===== config.mk =====
export PLATFORM = sky130hd
export DESIGN_NAME = cp0_mmu_regs_flat
export DESIGN_NICKNAME = d
export VERILOG_FILES = /design/src/rtl/mycpu_cp0_pkg.sv /design/src/rtl/cp0_mmu_regs_if.sv /design/src/rtl/cp0_timer.sv /design/src/rtl/cp0_mmu_regs.sv /design/src/flat_wrapper.sv
export SDC_FILE = /design/constraint.sdc
export NUM_CORES = 1
export LEC_CHECK = 0
export ABC_AREA = 1
export BUFFER_PORTS_ARGS = -buffer_cell sky130_fd_sc_hd__buf_2
export CORE_MARGIN = 1
export CORE_UTILIZATION = 40
export CTS_CLUSTER_DIAMETER = 80
export DETAILED_ROUTE_END_ITERATION = 7
export GPL_TIMING_DRIVEN = 0
export SETUP_SLACK_MARGIN = 0.5
export SYNTH_ARGS = -nofsm -noshare
export SYNTH_HDL_FRONTEND = slang
export SYNTH_HIERARCHICAL = 1
export SYNTH_SLANG_ARGS = --single-unit
export TNS_END_PERCENT = 1

===== constraint.sdc =====
create_clock -name clk -period 1.4 [get_ports clk]
set_input_delay 0.07 -clock clk [delete_from_list [all_inputs] [get_ports clk]]
set_output_delay 0.07 -clock clk [all_outputs]
set_load 0.05 [all_outputs]

===== src/rtl/mycpu_cp0_pkg.sv =====
// CP0 register numbers, exception codes and TLB entry packing shared by the
// CP0 register file, the TLB and the pipeline.
package mycpu_cp0_pkg;
  localparam logic [4:0] CP0_INDEX    = 5'd0;
  localparam logic [4:0] CP0_RANDOM   = 5'd1;
  localparam logic [4:0] CP0_ENTRYLO0 = 5'd2;
  localparam logic [4:0] CP0_ENTRYLO1 = 5'd3;
  localparam logic [4:0] CP0_CONTEXT  = 5'd4;
  localparam logic [4:0] CP0_WIRED    = 5'd6;
  localparam logic [4:0] CP0_BADVADDR = 5'd8;
  localparam logic [4:0] CP0_COUNT    = 5'd9;
  localparam logic [4:0] CP0_ENTRYHI  = 5'd10;
  localparam logic [4:0] CP0_COMPARE  = 5'd11;
  localparam logic [4:0] CP0_STATUS   = 5'd12;
  localparam logic [4:0] CP0_CAUSE    = 5'd13;
  localparam logic [4:0] CP0_EPC      = 5'd14;

  localparam logic [4:0] EXC_MOD  = 5'd1;
  localparam logic [4:0] EXC_TLBL = 5'd2;
  localparam logic [4:0] EXC_TLBS = 5'd3;
  localparam logic [4:0] EXC_ADEL = 5'd4;
  localparam logic [4:0] EXC_ADES = 5'd5;

  // {vpn2, asid, g, pfn0, c0, d0, v0, pfn1, c1, d1, v1}
  localparam int TLB_ENTRY_W = 78;
  localparam int TE_VPN2 = 59;
  localparam int TE_ASID = 51;
  localparam int TE_G    = 50;
  localparam int TE_PFN0 = 30;
  localparam int TE_C0   = 27;
  localparam int TE_D0   = 26;
  localparam int TE_V0   = 25;
  localparam int TE_PFN1 = 5;
  localparam int TE_C1   = 2;
  localparam int TE_D1   = 1;
  localparam int TE_V1   = 0;

  // Same bit layout as EntryLo[25:0]
  typedef struct packed {
    logic [19:0] pfn;
    logic [2:0]  c;
    logic        d;
    logic        v;
    logic        g;
  } entrylo_t;

  function automatic logic is_tlb_exc(input logic [4:0] code);
    return code == EXC_MOD || code == EXC_TLBL || code == EXC_TLBS;
  endfunction

  function automatic logic loads_badvaddr(input logic [4:0] code);
    return is_tlb_exc(code) || code == EXC_ADEL || code == EXC_ADES;
  endfunction
endpackage


===== src/rtl/cp0_mmu_regs_if.sv =====
// Commit/read bus between the WB/EX stages (master) and the CP0 register file (slave).
interface cp0_mmu_regs_if
  import mycpu_cp0_pkg::*;
#(
  parameter int TLBNUM = 16
);
  localparam int IDX_W = $clog2(TLBNUM);

  logic [4:0]             raddr;
  logic [31:0]            rdata;
  logic                   mtc0_we;
  logic [4:0]             mtc0_addr;
  logic [31:0]            mtc0_wdata;
  logic                   ex_valid;
  logic [4:0]             ex_code;
  logic                   ex_bd;
  logic [31:0]            ex_pc;
  logic [31:0]            ex_badvaddr;
  logic                   eret;
  logic [5:0]             hw_int;
  logic                   tlbp_valid;
  logic                   tlbp_found;
  logic [IDX_W-1:0]       tlbp_index;
  logic                   tlbr_valid;
  logic [TLB_ENTRY_W-1:0] tlbr_entry;
  logic                   int_req;
  logic                   exl;
  logic [31:0]            epc;
  logic [IDX_W-1:0]       tlb_index;
  logic [IDX_W-1:0]       tlb_random;
  logic [TLB_ENTRY_W-1:0] tlb_entry;

  modport master (
    output raddr, mtc0_we, mtc0_addr, mtc0_wdata, ex_valid, ex_code, ex_bd, ex_pc,
           ex_badvaddr, eret, hw_int, tlbp_valid, tlbp_found, tlbp_index, tlbr_valid,
           tlbr_entry,
    input  rdata, int_req, exl, epc, tlb_index, tlb_random, tlb_entry
  );

  modport slave (
    input  raddr, mtc0_we, mtc0_addr, mtc0_wdata, ex_valid, ex_code, ex_bd, ex_pc,
           ex_badvaddr, eret, hw_int, tlbp_valid, tlbp_found, tlbp_index, tlbr_valid,
           tlbr_entry,
    output rdata, int_req, exl, epc, tlb_index, tlb_random, tlb_entry
  );
endinterface


===== src/rtl/cp0_timer.sv =====
// Count/Compare timer: Count advances once every COUNT_DIV cycles, TI latches on match.
module cp0_timer #(
  parameter int COUNT_DIV = 2
) (
  input  logic        clk,
  input  logic        reset,
  input  logic        count_we,
  input  logic        compare_we,
  input  logic [31:0] wdata,
  output logic [31:0] count,
  output logic [31:0] compare,
  output logic        ti
);
  localparam int DIV_W = (COUNT_DIV > 1) ? $clog2(COUNT_DIV) : 1;
  localparam logic [DIV_W-1:0] DIV_MAX = DIV_W'(COUNT_DIV - 1);

  logic [DIV_W-1:0] div;

  always_ff @(posedge clk) begin
    if (reset) begin
      div     <= '0;
      count   <= '0;
      compare <= '0;
      ti      <= 1'b0;
    end else begin
      if (count_we) begin
        count <= wdata;
        div   <= '0;
      end else if (div == DIV_MAX) begin
        count <= count + 32'd1;
        div   <= '0;
      end else begin
        div <= div + 1'b1;
      end
      if (compare_we) compare <= wdata;
      // A Compare write acknowledges the timer even on a same-cycle match
      if (compare_we)              ti <= 1'b0;
      else if (count == compare)   ti <= 1'b1;
    end
  end
endmodule


===== src/rtl/cp0_mmu_regs.sv =====
// CP0 register file with MMU registers (Index/Random/EntryLo/Context/Wired/EntryHi),
// exception/eret commit, Count/Compare timer and registered interrupt request.
module cp0_mmu_regs
  import mycpu_cp0_pkg::*;
#(
  parameter int TLBNUM    = 16,
  parameter int IDX_W     = $clog2(TLBNUM),
  parameter int COUNT_DIV = 2
) (
  input logic           clk,
  input logic           reset,
  cp0_mmu_regs_if.slave bus
);
  localparam logic [IDX_W-1:0] RAND_TOP = IDX_W'(TLBNUM - 1);

  logic [31:0] wd;
  logic we_index, we_lo0, we_lo1, we_ctx, we_wired, we_count, we_hi, we_compare;
  logic we_status, we_cause, we_epc;
  logic ex, ex_first, ex_tlb, ex_bva;
  logic [TLB_ENTRY_W-1:0] te;

  logic             idx_p;
  logic [IDX_W-1:0] idx, random, wired;
  entrylo_t         lo0, lo1;
  logic [8:0]       ptebase;
  logic [18:0]      badvpn2, vpn2;
  logic [7:0]       asid, im, ip;
  logic [31:0]      badvaddr, epc, count, compare;
  logic             exl, ie, bd, ti, irq;
  logic [5:0]       hw_q;
  logic [1:0]       ip_sw;
  logic [4:0]       exccode;

  assign wd         = bus.mtc0_wdata;
  assign we_index   = bus.mtc0_we && bus.mtc0_addr == CP0_INDEX;
  assign we_lo0     = bus.mtc0_we && bus.mtc0_addr == CP0_ENTRYLO0;
  assign we_lo1     = bus.mtc0_we && bus.mtc0_addr == CP0_ENTRYLO1;
  assign we_ctx     = bus.mtc0_we && bus.mtc0_addr == CP0_CONTEXT;
  assign we_wired   = bus.mtc0_we && bus.mtc0_addr == CP0_WIRED;
  assign we_count   = bus.mtc0_we && bus.mtc0_addr == CP0_COUNT;
  assign we_hi      = bus.mtc0_we && bus.mtc0_addr == CP0_ENTRYHI;
  assign we_compare = bus.mtc0_we && bus.mtc0_addr == CP0_COMPARE;
  assign we_status  = bus.mtc0_we && bus.mtc0_addr == CP0_STATUS;
  assign we_cause   = bus.mtc0_we && bus.mtc0_addr == CP0_CAUSE;
  assign we_epc     = bus.mtc0_we && bus.mtc0_addr == CP0_EPC;

  assign ex       = bus.ex_valid;
  assign ex_first = ex & ~exl;
  assign ex_tlb   = ex & is_tlb_exc(bus.ex_code);
  assign ex_bva   = ex & loads_badvaddr(bus.ex_code);
  assign te       = bus.tlbr_entry;

  // TI feeds IP7 directly so a timer match raises int_req one cycle later
  assign ip = {hw_q[5] | ti, hw_q[4:0], ip_sw};

  cp0_timer #(.COUNT_DIV(COUNT_DIV)) u_timer (
    .clk        (clk),
    .reset      (reset),
    .count_we   (we_count),
    .compare_we (we_compare),
    .wdata      (wd),
    .count      (count),
    .compare    (compare),
    .ti         (ti)
  );

  always_ff @(posedge clk) begin
    if (reset) begin
      idx_p    <= 1'b0;
      idx      <= '0;
      random   <= RAND_TOP;
      wired    <= '0;
      lo0      <= '0;
      lo1      <= '0;
      ptebase  <= '0;
      badvpn2  <= '0;
      vpn2     <= '0;
      asid     <= '0;
      badvaddr <= '0;
      im       <= '0;
      exl      <= 1'b0;
      ie       <= 1'b0;
      bd       <= 1'b0;
      hw_q     <= '0;
      ip_sw    <= '0;
      exccode  <= '0;
      epc      <= '0;
      irq      <= 1'b0;
    end else begin
      if (we_index) idx <= wd[IDX_W-1:0];
      else if (bus.tlbp_valid) begin
        idx_p <= ~bus.tlbp_found;
        if (bus.tlbp_found) idx <= bus.tlbp_index;
      end

      // Random sweeps TLBNUM-1 down to Wired, then wraps back to the top
      if (we_wired || random <= wired) random <= RAND_TOP;
      else                             random <= random - 1'b1;
      if (we_wired) wired <= wd[IDX_W-1:0];

      if (we_lo0) lo0 <= entrylo_t'(wd[25:0]);
      else if (bus.tlbr_valid)
        lo0 <= '{pfn: te[TE_PFN0 +: 20], c: te[TE_C0 +: 3], d: te[TE_D0], v: te[TE_V0], g: te[TE_G]};
      if (we_lo1) lo1 <= entrylo_t'(wd[25:0]);
      else if (bus.tlbr_valid)
        lo1 <= '{pfn: te[TE_PFN1 +: 20], c: te[TE_C1 +: 3], d: te[TE_D1], v: te[TE_V1], g: te[TE_G]};

      if (we_ctx) ptebase <= wd[31:23];
      if (ex_tlb) badvpn2 <= bus.ex_badvaddr[31:13];

      if (ex_tlb) vpn2 <= bus.ex_badvaddr[31:13];
      else if (we_hi) begin
        vpn2 <= wd[31:13];
        asid <= wd[7:0];
      end else if (bus.tlbr_valid) begin
        vpn2 <= te[TE_VPN2 +: 19];
        asid <= te[TE_ASID +: 8];
      end

      if (ex_bva) badvaddr <= bus.ex_badvaddr;

      if (ex)             exl <= 1'b1;
      else if (we_status) exl <= wd[1];
      else if (bus.eret)  exl <= 1'b0;
      if (we_status) begin
        im <= wd[15:8];
        ie <= wd[0];
      end

      if (ex)       exccode <= bus.ex_code;
      if (ex_first) bd      <= bus.ex_bd;
      if (we_cause) ip_sw   <= wd[9:8];
      hw_q <= bus.hw_int;

      // A nested exception (EXL already set) keeps the original return address
      if (ex_first)          epc <= bus.ex_bd ? bus.ex_pc - 32'd4 : bus.ex_pc;
      else if (!ex && we_epc) epc <= wd;

      irq <= ie & ~exl & (|(ip & im));
    end
  end

  always_comb begin
    bus.rdata = '0;
    case (bus.raddr)
      CP0_INDEX:    bus.rdata = {idx_p, 31'(idx)};
      CP0_RANDOM:   bus.rdata = 32'(random);
      CP0_ENTRYLO0: bus.rdata = 32'(lo0);
      CP0_ENTRYLO1: bus.rdata = 32'(lo1);
      CP0_CONTEXT:  bus.rdata = {ptebase, badvpn2, 4'b0};
      CP0_WIRED:    bus.rdata = 32'(wired);
      CP0_BADVADDR: bus.rdata = badvaddr;
      CP0_COUNT:    bus.rdata = count;
      CP0_ENTRYHI:  bus.rdata = {vpn2, 5'b0, asid};
      CP0_COMPARE:  bus.rdata = compare;
      CP0_STATUS:   bus.rdata = {9'b0, 1'b1, 6'b0, im, 6'b0, exl, ie};
      CP0_CAUSE:    bus.rdata = {bd, ti, 14'b0, ip, 1'b0, exccode, 2'b0};
      CP0_EPC:      bus.rdata = epc;
      default:      bus.rdata = '0;
    endcase
  end

  assign bus.int_req    = irq;
  assign bus.exl        = exl;
  assign bus.epc        = epc;
  assign bus.tlb_index  = idx;
  assign bus.tlb_random = random;
  assign bus.tlb_entry  = {vpn2, asid, lo0.g & lo1.g, lo0.pfn, lo0.c, lo0.d, lo0.v,
                           lo1.pfn, lo1.c, lo1.d, lo1.v};
endmodule


===== src/flat_wrapper.sv =====
// flat-port wrapper written by rule: the top's interface ports become plain ports
module cp0_mmu_regs_flat import mycpu_cp0_pkg::*;
#(
  parameter int TLBNUM    = 16,
  parameter int IDX_W     = $clog2(TLBNUM),
  parameter int COUNT_DIV = 2
)
  (clk, reset, bus_raddr, bus_mtc0_we, bus_mtc0_addr, bus_mtc0_wdata, bus_ex_valid, bus_ex_code, bus_ex_bd, bus_ex_pc, bus_ex_badvaddr, bus_eret, bus_hw_int, bus_tlbp_valid, bus_tlbp_found, bus_tlbp_index, bus_tlbr_valid, bus_tlbr_entry, bus_rdata, bus_int_req, bus_exl, bus_epc, bus_tlb_index, bus_tlb_random, bus_tlb_entry);
  cp0_mmu_regs_if #(.TLBNUM(TLBNUM)) bus_i ();
  input logic clk;
  input logic reset;
  input wire logic [$bits(bus_i.raddr)-1:0] bus_raddr;
  input wire logic [$bits(bus_i.mtc0_we)-1:0] bus_mtc0_we;
  input wire logic [$bits(bus_i.mtc0_addr)-1:0] bus_mtc0_addr;
  input wire logic [$bits(bus_i.mtc0_wdata)-1:0] bus_mtc0_wdata;
  input wire logic [$bits(bus_i.ex_valid)-1:0] bus_ex_valid;
  input wire logic [$bits(bus_i.ex_code)-1:0] bus_ex_code;
  input wire logic [$bits(bus_i.ex_bd)-1:0] bus_ex_bd;
  input wire logic [$bits(bus_i.ex_pc)-1:0] bus_ex_pc;
  input wire logic [$bits(bus_i.ex_badvaddr)-1:0] bus_ex_badvaddr;
  input wire logic [$bits(bus_i.eret)-1:0] bus_eret;
  input wire logic [$bits(bus_i.hw_int)-1:0] bus_hw_int;
  input wire logic [$bits(bus_i.tlbp_valid)-1:0] bus_tlbp_valid;
  input wire logic [$bits(bus_i.tlbp_found)-1:0] bus_tlbp_found;
  input wire logic [$bits(bus_i.tlbp_index)-1:0] bus_tlbp_index;
  input wire logic [$bits(bus_i.tlbr_valid)-1:0] bus_tlbr_valid;
  input wire logic [$bits(bus_i.tlbr_entry)-1:0] bus_tlbr_entry;
  output wire logic [$bits(bus_i.rdata)-1:0] bus_rdata;
  output wire logic [$bits(bus_i.int_req)-1:0] bus_int_req;
  output wire logic [$bits(bus_i.exl)-1:0] bus_exl;
  output wire logic [$bits(bus_i.epc)-1:0] bus_epc;
  output wire logic [$bits(bus_i.tlb_index)-1:0] bus_tlb_index;
  output wire logic [$bits(bus_i.tlb_random)-1:0] bus_tlb_random;
  output wire logic [$bits(bus_i.tlb_entry)-1:0] bus_tlb_entry;
  assign bus_i.raddr = bus_raddr;
  assign bus_i.mtc0_we = bus_mtc0_we;
  assign bus_i.mtc0_addr = bus_mtc0_addr;
  assign bus_i.mtc0_wdata = bus_mtc0_wdata;
  assign bus_i.ex_valid = bus_ex_valid;
  assign bus_i.ex_code = bus_ex_code;
  assign bus_i.ex_bd = bus_ex_bd;
  assign bus_i.ex_pc = bus_ex_pc;
  assign bus_i.ex_badvaddr = bus_ex_badvaddr;
  assign bus_i.eret = bus_eret;
  assign bus_i.hw_int = bus_hw_int;
  assign bus_i.tlbp_valid = bus_tlbp_valid;
  assign bus_i.tlbp_found = bus_tlbp_found;
  assign bus_i.tlbp_index = bus_tlbp_index;
  assign bus_i.tlbr_valid = bus_tlbr_valid;
  assign bus_i.tlbr_entry = bus_tlbr_entry;
  assign bus_rdata = bus_i.rdata;
  assign bus_int_req = bus_i.int_req;
  assign bus_exl = bus_i.exl;
  assign bus_epc = bus_i.epc;
  assign bus_tlb_index = bus_i.tlb_index;
  assign bus_tlb_random = bus_i.tlb_random;
  assign bus_tlb_entry = bus_i.tlb_entry;
  cp0_mmu_regs #(.TLBNUM(TLBNUM), .IDX_W(IDX_W), .COUNT_DIV(COUNT_DIV)) u_core (.clk(clk), .reset(reset), .bus(bus_i));
endmodule

Yosys cells after proc, flatten, opt, wreduce, memory -nomap -nowiden
Cells that the tools add are included.
Operators by class
  mux-type cells: 21
  add/sub/neg operators: 4
  bitwise gates (word level): 12
  $lt $le $gt $ge: 1
  reductions and logical operators: 36
  equal/unequal tests: 28
Operator list (count)
  32-bit one-hot mux with 13 select lines: 1
  32-bit 2-to-1 mux: 5
  26-bit 2-to-1 mux: 4
  5-bit by 4-bit == test with 1-bit output, second input constant: 13
  19-bit 2-to-1 mux: 3
  32-bit by 1-bit adder with 32-bit output, second input constant: 1
  32-bit == test: 1
  32-bit by 3-bit subtractor with 32-bit output, second input constant: 1
  5-bit by 2-bit == test with 1-bit output, second input constant: 6
  5-bit by 3-bit == test with 1-bit output, second input constant: 6
  8-bit 2-to-1 mux: 2
  2-bit nonzero test: 7
  1-bit logical AND: 12
  4-bit 2-to-1 mux: 3
  5-bit by 1-bit == test with 1-bit output, second input constant: 2
  5-bit zero test: 2
  8-bit AND: 1
  8-bit OR reduction: 1
  1-bit AND: 6
  2-bit AND reduction: 3
  3-bit nonzero test: 2
  1-bit logical OR: 5
  4-bit less-or-equal comparator: 1
  1-bit NOT: 4
  other kinds (7): 10
Storage, ports and cells
  flip-flop bits (word level): 275
  input port bits: 208
  output and inout bits: 152
  logic and storage cells: 134

Depth between registers and ports, before layout
  depth in word-level cells: 6
  gate-level depth with buffers: 12

Modules after synthesis
The synthesis kept the hierarchy.
Modules (own cells, without submodules)
  cp0_mmu_regs: sequential area each 4184.0 sq um, instances 1, cells an instance 1690, area an instance 11468.5 sq um
  cp0_timer: sequential area each 1321.3 sq um, instances 1, cells an instance 566, area an instance 3772.4 sq um

Worst setup path after synthesis
Ideal clock, no wire load.
  path kind: flip-flop to flip-flop
  from: register u_core.random[0], in the netlist u_core/bus.tlb_random[0]
  to: register u_core.random[0], in the netlist u_core/bus.tlb_random[0]
  path slack: -269 ps
  buffers on the path: 0
  setup time: 136 ps
  data required time: 1264 ps
  arrival: 1533 ps
  stages on the path, launching flop included: 7
  period minus slack after synthesis: 1669 ps
  cell sequence: dfxtp_1 inv_1 ha_1 nand4_1 nand3_1 a21oi_1 nand2_1
Between the ends
  cells in the longest elaborated chain, start to end: 3
  elaborated cells between the ends (all ways): 4
Ends and longest elaborated chain
  start, declared: RTL line cp0_mmu_regs.sv:23  | logic [IDX_W-1:0] idx, random, wired;
  start signal, assigned: RTL line cp0_mmu_regs.sv:98  | else random <= random - 1'b1;
  4-bit less-or-equal comparator: RTL line cp0_mmu_regs.sv:97  | if (we_wired || random <= wired) random <= RAND_TOP;
  1-bit logical OR: RTL line cp0_mmu_regs.sv:97
  2-bit OR reduction (no source line)
Several ways; a longest one is shown, not always the timed one.
A chain may end at the register's enable or synchronous reset.

Worst setup path in the final report
  from: register u_core.badvpn2[11]
  to: output port bus_rdata[15]
Between the ends
  cells in the longest elaborated chain, start to end: 1
Ends and longest elaborated chain
  start, declared: RTL line cp0_mmu_regs.sv:26  | logic [18:0] badvpn2, vpn2;
  start signal, assigned: RTL line cp0_mmu_regs.sv:109  | if (ex_tlb) badvpn2 <= bus.ex_badvaddr[31:13];
  32-bit one-hot mux with 13 select lines: RTL line cp0_mmu_regs.sv:145  | case (bus.raddr)
  end, declared: RTL line flat_wrapper.sv:28  | output wire logic [$bits(bus_i.rdata)-1:0] bus_rdata;
No other way between the ends.

==> metrics.txt <==
status=complete, but fails checks; failing checks=hold timing, setup timing; CTS Buf Count=35; most used flip-flop cell after synthesis=dfxtp_1; Non-Filler Instances=3376; Inst Count DP=3126; Int Power=0.0154 W; sequential fraction of the synthesis area=36.1%; Final period util=132%; RSZ-0062 raised after global routing=true; Seq cells post-synth=275; Die Footprint=38900 um^2; RR Endpoint=u_core/u_timer/count[16]; CP Launch Type=flop; I/O pin total=360; area grow syn2layout=53.9%; WHS Path Cells=4; core area=37600 um^2; CTS tree=done; Initial Util=40.6%; clock network fraction of total power=41.0%; synth unique cells=49; Worst EP required=1.33 ns; min Tclk post-route=1.85 ns; Die H=197 um; Skew-Pair Late Insertion Delay=0.53 ns; Post-synth EDFFs=0; DRC=0; worst reg2reg setup slack=-0.18 ns; NetSw=0.00707 W; total wire length=85900 um; NumNets Final=3051; fmax=0.541 GHz; via count=19700; initial antenna violation count=9; clock-pin slew on the worst setup and hold paths=0.06 ns; Setup TNS Final=-13.91 ns; YS warnings=6; Pre-Repair DR Iteration Count=6; peak supply drop=0.797 mV; Antenna Nets Post-Route=0; Slew headroom=35.4%; DRT iter0 DRCs=2579; GRT Total Usage=41.6%; WL/cell=25.4 um; static leakage=10.0 nW; hold_sp=bus_mtc0_addr[3]; Sequential Power Share=38.3%; Critical R2R Launch=u_core/u_timer/count[15]; Final Hold Viols=3; PortBufs=359; hold-fix buffer count after cts=175; syn nets=2471; clock sink count=275; Max Slew Vio Count=0; worst-path maximum fanout=2; final setup fails=76; post-synthesis async set-or-reset flop share=0%; maximum number of pins on one net before global-route repair=12; CP arrival=1.78 ns; Tightest Hold Check Type=input pin to flop; Sw Share=31.4%; final worst setup slack=-0.450 ns; Avg Cell Area, Syn=6.76 um^2; root buffer cell=clkbuf_16; share of cells above drive strength 1=32.3%; WHS Endpoint=u_core/ptebase[5]; r2r worst-path depth=8; vias in the first global route=17800; Final HPWL DP=64700 um; PwrDens=959 nW/um^2; clk buf depth=3; clk_skew=0.00992 ns; Via-to-Cell Ratio=5.84; Die X=197 um; Setup crit end kind=output port; first-pass GRT wire length=118000 um; final hold slack=-0.0276 ns; total chip power=0.0225 W; Tightest Pin Transition=0.969 ns; grt total ovfl=0; Rows=71; routability cong.=1.01; CTS H-tree lvls=2; maxcap violations=0; Post-Synthesis Cells=2256; critical path class=flop to output port; Post-Syn Area=15200 um^2; Comb power frac=20.7%
-- metrics by stage --
step / instance area, um^2 / util [%] / setup WS, ns
2_1_floorplan: 15500 / - / 0.0571
3_3_place_gp: 17900 / 47.8 / -0.949
3_5_place_dp: 17900 / 47.8 / -0.946
4_1_cts: 21600 / 57.5 / -0.388
5_1_grt: 23500 / 62.4 / -0.448
6_report: 23500 / 62.4 / -0.450
-- layout make-up --
| class | count | area [um^2] |
|---|---|---|
| clock inverters | 5 | 25.0 |
| flip-flops and latches | 275 | 5790 |
| clock buffers | 57 | 1130 |
| repair buffers | 543 | 4640 |
| plain buffers | 177 | 1460 |
| diodes | 4 | 10.0 |
| inverters | 214 | 853 |
| fillers | 3402 | 14100 |
| multi-input cells | 1590 | 8910 |
| well taps | 511 | 639 |
-- kinds of logic (layout without fill, tap and decap cells) --
kind of cell	after synthesis	in the layout	synth area share [%]
AOI/OAI and AO/OA	594	594	22.9
xor gates and xnor gates	45	45	2.59
adders and majority gates	7	7	0.575
buffers and inverters	391	996	11.6
DFF	275	275	36.1
other	0	4	0
and+or+nand+nor	944	944	26.3
-- power groups by stage --
stage          logic, W  clock network, W  registers [W]
6_report        0.00467           0.00922        0.00862
3_5_place_dp    0.00352                 0        0.00872
2_1_floorplan   0.00166                 0        0.00906
3_3_place_gp    0.00350                 0        0.00872
4_1_cts         0.00403           0.00922        0.00856
5_1_grt         0.00485           0.00955        0.00863
-- timing repair --
action / 4_1_cts / 5_1_grt
endpoints found under the setup margin: 427 / 421
hold endpoints to repair: 217 / 3
gates resized for setup: 214 / 738
cloned: 0 / 0
buffers inserted: 7 / 2
pin swaps: 29 / 58
-- flip-flops by register name (all words and copies together), names as in the netlist, 2 cells and up --
signal,flops
u_core/badvpn2,19
u_core/im,8
u_core/bus.tlb_entry,50
u_core/bus.tlb_index,4
u_core/u_timer/count,32
u_core/bus.tlb_random,4
u_core/u_timer/compare,32
u_core/hw_q,6
u_core/bus.epc,32
u_core/exccode,5
u_core/asid,8
u_core/ip_sw,2
u_core/wired,4
u_core/badvaddr,32
u_core/vpn2,19
u_core/ptebase,9
-- Yosys cell counts, types with 4 or more instances --
cell,instances,share of area [%]
ha_1,7,0.57
nand2_1,466,11
a22o_1,9,0.52
a21oi_1,153,5.0
o21ai_0,236,7.7
nor3_1,10,0.33
buf_4,58,2.9
a221oi_1,42,2.4
nand2_2,6,0.25
o22ai_1,6,0.25
o211ai_1,23,1.1
buf_2,32,1.1
nand4_1,23,0.94
clkbuf_1,74,1.8
nand3_1,141,4.6
nor2_1,265,6.5
a22oi_1,42,2.1
nor2_4,9,0.66
dfxtp_1,275,36
nor2_2,7,0.29
or2_2,4,0.16
buf_1,9,0.22
inv_1,201,5.0
inv_2,10,0.25
xor2_1,18,1.0
a31oi_1,64,2.6
buf_6,4,0.30
xnor2_1,27,1.6
a211oi_1,4,0.20
-- critical path: stages (launching register included) --
cell and delay, ns:
dfxtp_2 0.35, a221oi_4 0.35, nand4_1 0.30, buf_6 0.25
-- placed cells by master (no fill, tap or decap), types with 52 or more instances in the layout --
master / n
a21oi_1: 141
a31oi_1: 64
buf_2: 247
buf_6: 84
buf_8: 81
dfxtp_1: 155
dfxtp_2: 68
dfxtp_4: 52
dlygate4sd3_1: 175
inv_1: 167
nand2_1: 446
nand3_1: 102
nor2_1: 231
o21ai_0: 214
-- layer usage --
metal  up-vias  part of all wire, %  global-route usage [%]
met5         -                    0                       0
met4         0                  4.8                    16.3
met3       266                   11                    8.72
met2      1369                   45                    65.4
met1      9370                   40                    55.4
li1       8724                    -                       -
-- worst max-delay path by stage --
stage,start,end
6_report,u_core/badvpn2[11],bus_rdata[15]
5_1_grt,u_core/vpn2[2],bus_rdata[15]
3_5_place_dp,bus_raddr[3],bus_rdata[10]
4_1_cts,u_core/badvpn2[11],bus_rdata[15]
2_1_floorplan,bus_raddr[4],bus_rdata[13]
3_3_place_gp,bus_raddr[3],bus_rdata[10]
(Power assumes the default switching activity.)
